$ cat src/rtl/hazard_ctrl.sv
// hazard_ctrl: pipeline hazard controller for the 5-stage RISC-V core.
// Handles load-use stalls, taken-branch flushes and mul/div sequencing in EX.
// Optional macro HAZARD_STALL_CNT_EN adds the saturating StallCnt output.
module hazard_ctrl #(
  parameter int MDIV_LAT  = 8,
  parameter int CNT_WIDTH = 32
) (
  input  logic       clk,
  input  logic       reset,
  input  logic [4:0] IDrs1,
  input  logic [4:0] IDrs2,
  input  logic       IDUseRs1,
  input  logic       IDUseRs2,
  input  logic [4:0] EXrd,
  input  logic       EXMemRead,
  input  logic       EXBranchTaken,
  input  logic       EXMdivStart,
  output logic       StallIF,
  output logic       StallID,
  output logic       StallEX,
  output logic       FlushID,
  output logic       FlushEX,
  output logic       FlushMEM,
  output logic       MdivGo,
  output logic       MdivValid
`ifdef HAZARD_STALL_CNT_EN
  ,
  output logic [CNT_WIDTH-1:0] StallCnt
`endif
);

  // Reject parameter values the 8-bit wait counter cannot represent.
  if (MDIV_LAT < 2 || MDIV_LAT > 255 || CNT_WIDTH < 1) begin : g_bad_param
    $error("hazard_ctrl: MDIV_LAT must be 2..255 and CNT_WIDTH >= 1");
  end

  typedef enum logic [0:0] {
    RUN       = 1'b0,
    MDIV_WAIT = 1'b1
  } state_t;

  // The start cycle is already one stall, so the wait phase covers the rest.
  localparam logic [7:0] WAIT_LOAD = 8'(MDIV_LAT - 1);

  state_t     state_reg, state_next;
  logic [7:0] cnt_reg, cnt_next;

  // Per-operand load-use match; x0 never produces a hazard.
  logic [4:0] id_rs   [2];
  logic       id_use  [2];
  logic [1:0] src_match;
  logic       load_use;

  assign id_rs[0]  = IDrs1;
  assign id_rs[1]  = IDrs2;
  assign id_use[0] = IDUseRs1;
  assign id_use[1] = IDUseRs2;

  genvar gi;
  generate
    for (gi = 0; gi < 2; gi++) begin : g_src
      assign src_match[gi] = id_use[gi] && (id_rs[gi] == EXrd);
    end
  endgenerate

  assign load_use = EXMemRead && (EXrd != 5'd0) && (|src_match);

  // State and wait-counter register.
  always_ff @(posedge clk) begin
    if (reset) begin
      state_reg <= RUN;
      cnt_reg   <= 8'd0;
    end else begin
      state_reg <= state_next;
      cnt_reg   <= cnt_next;
    end
  end

  // Next-state and Mealy outputs; reset forces every output low immediately.
  always_comb begin
    state_next = state_reg;
    cnt_next   = cnt_reg;
    StallIF    = 1'b0;
    StallID    = 1'b0;
    StallEX    = 1'b0;
    FlushID    = 1'b0;
    FlushEX    = 1'b0;
    FlushMEM   = 1'b0;
    MdivGo     = 1'b0;
    MdivValid  = 1'b0;
    if (reset) begin
      state_next = RUN;
      cnt_next   = 8'd0;
    end else begin
      case (state_reg)
        RUN: begin
          if (EXMdivStart) begin
            // Mul/div wins over a branch in the same cycle.
            MdivGo     = 1'b1;
            StallIF    = 1'b1;
            StallID    = 1'b1;
            StallEX    = 1'b1;
            FlushMEM   = 1'b1;
            state_next = MDIV_WAIT;
            cnt_next   = WAIT_LOAD;
          end else if (EXBranchTaken) begin
            // The ID instruction is squashed, so a load-use match is moot.
            FlushID = 1'b1;
            FlushEX = 1'b1;
          end else if (load_use) begin
            // One bubble lets the load reach MEM where forwarding covers it.
            StallIF = 1'b1;
            StallID = 1'b1;
            FlushEX = 1'b1;
          end
        end
        MDIV_WAIT: begin
          if (cnt_reg != 8'd0) begin
            StallIF  = 1'b1;
            StallID  = 1'b1;
            StallEX  = 1'b1;
            FlushMEM = 1'b1;
            cnt_next = cnt_reg - 8'd1;
          end else begin
            MdivValid  = 1'b1;
            state_next = RUN;
          end
        end
        default: begin
          state_next = RUN;
          cnt_next   = 8'd0;
        end
      endcase
    end
  end

`ifdef HAZARD_STALL_CNT_EN
  logic [CNT_WIDTH-1:0] stall_cnt_reg;

  // Count front-end stall cycles, saturating at all-ones.
  always_ff @(posedge clk) begin
    if (reset) begin
      stall_cnt_reg <= '0;
    end else if (StallIF && (stall_cnt_reg != {CNT_WIDTH{1'b1}})) begin
      stall_cnt_reg <= stall_cnt_reg + 1'b1;
    end
  end

  assign StallCnt = reset ? '0 : stall_cnt_reg;
`endif

endmodule

$ cat config.mk
export PLATFORM = sky130hd
export DESIGN_NAME = hazard_ctrl
export DESIGN_NICKNAME = d
export VERILOG_FILES = /design/src/rtl/hazard_ctrl.sv
export SDC_FILE = /design/constraint.sdc
export NUM_CORES = 1
export LEC_CHECK = 0
export ABC_CLOCK_PERIOD_IN_PS = 2000
export BUFFER_PORTS_ARGS = -buffer_cell sky130_fd_sc_hd__buf_2
export CORE_MARGIN = 1.5
export CORE_UTILIZATION = 45
export CTS_CLUSTER_DIAMETER = 200
export DETAILED_ROUTE_END_ITERATION = 8
export GPL_ROUTABILITY_DRIVEN = 0
export PLACE_DENSITY = 0.76
export SLEW_MARGIN = 20
export SYNTH_ARGS = -nofsm -noshare
export SYNTH_HDL_FRONTEND = slang
export SYNTH_SLANG_ARGS = --single-unit
$ cat constraint.sdc
create_clock -name clk -period 2 [get_ports clk]
set_input_delay 0.3 -clock clk [delete_from_list [all_inputs] [get_ports clk]]
set_output_delay 0.3 -clock clk [all_outputs]
set_load 0.05 [all_outputs]
==> metrics.csv <==
metric,value,unit
Core ar.,1366,um^2
crit path time final,1.944,ns
register area share after synthesis,26.13,%
flop2flop setup slack,0.33,ns
Slew @ Worst Pin,0.4044,ns
clk_lat worst skew,0.27,ns
Chip Width,42.14,um
deepest clock path buffer count,2,
Num CTS Buffers,3,
final count of pins violating max slew,0,
FILL cells,109,
maximum VDD drop,0.0005206,V
H-tree depth,1,
Mapped Cells,80,
antenna-violating nets left,0,
crit path kind,flop to primary output,
synth top area cells,"dfxtp_1 (26%), xor2_1 (10%), xnor2_1 (7.6%), nor2_1 (7.1%), ha_1 (3.6%)",
Area Growth Syn to Fin,42.83,%
top-area cell type share of the netlist area,26.13,%
reg2reg path depth,6,
initial core utilization,50.46,%
fin crit share,97.19,%
switching part of the total,39.77,%
Hold Startpoint,EXMdivStart,
GRT Residual Overflow,0,
post-synthesis cell area,689.4,um^2
share of cells above drive strength 1,46.02,%
Power Internal,423.2,uW
Antenna Cells,0,
Slew Limit Headroom,72.94,%
DR vias,701,
Total GRT Usage,20.02,%
die area,1776,um^2
Flop pwr share,33.1,%
PwrDens,713.6,nW/um^2
crit-path leading delay family,flip-flops,
Total Wirelength,1736,um
Psw,279.5,uW
Final Hold Viols,0,
clk sinks,9,
Worst Hold Class,primary input to flop,
Max-Cap Viols,0,
Netlist cell types,35,
die span in y,42.14,um
# rows,13,
combinational group share of total power,45.7,%
CTS root buf,clkbuf_4,
worst-path cell chain,inv_1 -> ha_4 -> and4bb_4 -> nand2_4 -> o21ai_4 -> o22ai_4 -> buf_6,
Syn. warnings,0,
RR Endpoint,cnt_reg[5]$_SDFFE_PP0P_,
# IOs,30,
final number of setup-violating endpoints,0,
flip-flop and latch count after synthesis,9,
drt pass-1 iters,4,
Vias/cell,5.477,
syn_nets,104,
"Net count, final",138,
# DRC,0,
1st-iter DRT viols,14,
"Buf+Inv Stages, Crit Path",2,
max reg flops,8,
Pleak,0.4075,nW
largest net degree at the start of global routing,13,
status,finished clean,
r2r startpoint,cnt_reg[0]$_SDFFE_PP0P_,
"area leader, netlist",dfxtp_1,
Final HPWL DP,1264,um
Hold EP,state_reg$_DFF_P_,
post-DR wirelength/cell,13.56,um
CP Launch Type,flop,
number of global-route vias before repair,656,
WP data arrival,1.64,ns
cell area after layout,984.7,um^2
Clock power frac,21.2,%
WP data required,1.70,ns
Slowest cell on crit path,dfxtp_4,
average cell area after synthesis,8.618,um^2
I/O Buffers,29,
Area after DPL,874.6,um^2
crit end category,primary output,
fmax,514.4,MHz
first-pass GRT wire length,2815,um
Worst-path clk slew,0.06,ns
Crit path largest cell delay,0.35,ns
Worst Path Max Fanout,3,
final setup skew,0.0002748,ns
worst hold path stage count,3,
cts hold-fix bufs,0,
initial antenna violation count,0,
setup_tns,0,ns
CP startpoint,cnt_reg[0]$_SDFFE_PP0P_,
CTS tree,yes,
[routing by layer]
| metal | global-route usage, % | wire (um) | vias up |
|---|---|---|---|
| li1 | - | - | 358 |
| met1 | 24.55 | 738 | 323 |
| met2 | 34.06 | 889 | 16 |
| met3 | 4.310 | 86 | 4 |
| met4 | 7.500 | 21 | 0 |
| met5 | 0 | 0 | - |
[per-stage QoR]
step           cells  setup slack, ns  utilization [%]  hold slack, ns  power (mW)
2_1_floorplan     80         0.007267                -          0.4869      0.4440
3_3_place_gp     123           0.1123            64.01          0.5045      0.5128
3_5_place_dp     123          0.09317            64.01          0.5293      0.5156
4_1_cts          127         0.006606            67.67          0.3762      0.6705
5_1_grt          128        -0.008414            72.07          0.3939      0.7455
6_report         128          0.05617            72.07          0.3690      0.7027
[cells in the final DEF (no fill, tap or decap), types with 2 or more instances in the layout]
cell type,netlist,routed
nor2_1,13,12
nand2b_1,2,2
nor3_1,2,2
buf_2,0,27
a21oi_1,3,3
xnor2_1,6,6
buf_6,0,2
buf_4,2,3
a311oi_1,2,2
xor2_1,8,8
a211oi_1,2,2
dfxtp_1,9,7
or4_1,2,2
clkbuf_4,0,3
inv_1,3,2
[power groups by stage]
stage,clock (mW),combinational (mW),sequential [mW]
after global routing,0.159,0.349,0.237
final,0.149,0.321,0.233
after detailed placement,0,0.281,0.235
after CTS,0.146,0.292,0.232
after global placement,0,0.278,0.235
after floorplan,0,0.216,0.228
[final cells by class]
cell class	instances	area (um^2)	area share (%)
Tap cell	15	18.77	1.906
Multi-Input combinational cell	65	563.0	57.18
Inverter	3	11.26	1.144
Sequential cell	9	185.2	18.81
Timing Repair Buffer	32	180.2	18.30
Clock buffer	4	26.28	2.668
[worst max-delay path by stage]
stage | to | slack [ns] | cells after the start
global route | StallID | -0.008 | 7
CTS | StallEX | 0.007 | 7
global placement | StallIF | 0.11 | 5
floorplan | StallIF | 0.007 | 7
finish | StallID | 0.06 | 7
detailed placement | StallID | 0.09 | 5
[cell families (layout without fill, tap and decap cells)]
group	Yosys count	in the layout	synth area share, %
xor+xnor	14	14	17.79
fa+ha+maj	2	2	3.629
flops	9	9	26.13
compound gates	15	15	16.70
simple gates	33	33	29.77
buf+inv	6	39	4.354
mux	1	1	1.633
[what timing repair did]
item / 4_1_cts / 5_1_grt
setup buffers: 0 / 1
pin swaps: 1 / 1
setup endpoints to repair: 4 / 4
gates resized for setup: 8 / 9
[synthesized netlist by cell type]
cell       number
a2111oi_2       1
a211oi_1        2
a21oi_1         3
a311oi_1        2
a32oi_1         1
and2_0          1
and2_1          1
and4bb_4        1
buf_4           2
clkbuf_1        1
dfxtp_1         9
ha_1            2
inv_1           3
mux2_2          1
nand2_1         2
nand2b_1        2
nand3_1         1
nand4_1         1
nor2_1         13
nor3_1          2
nor4_1          2
nor4_4          1
nor4b_2         1
o2111ai_1       1
o211ai_1        1
o21ai_0         1
o21bai_1        1
o22ai_1         1
o311ai_0        1
or2_2           1
or3_1           1
or4_1           2
or4b_1          1
xnor2_1         6
xor2_1          8
[tightest hold or removal path, stage by stage]
cell and delay, ns:
buf_2 0.14, o21ai_4 0.08, nor2_4 0.08
No activity file was read; power rests on OpenSTA's default activity.
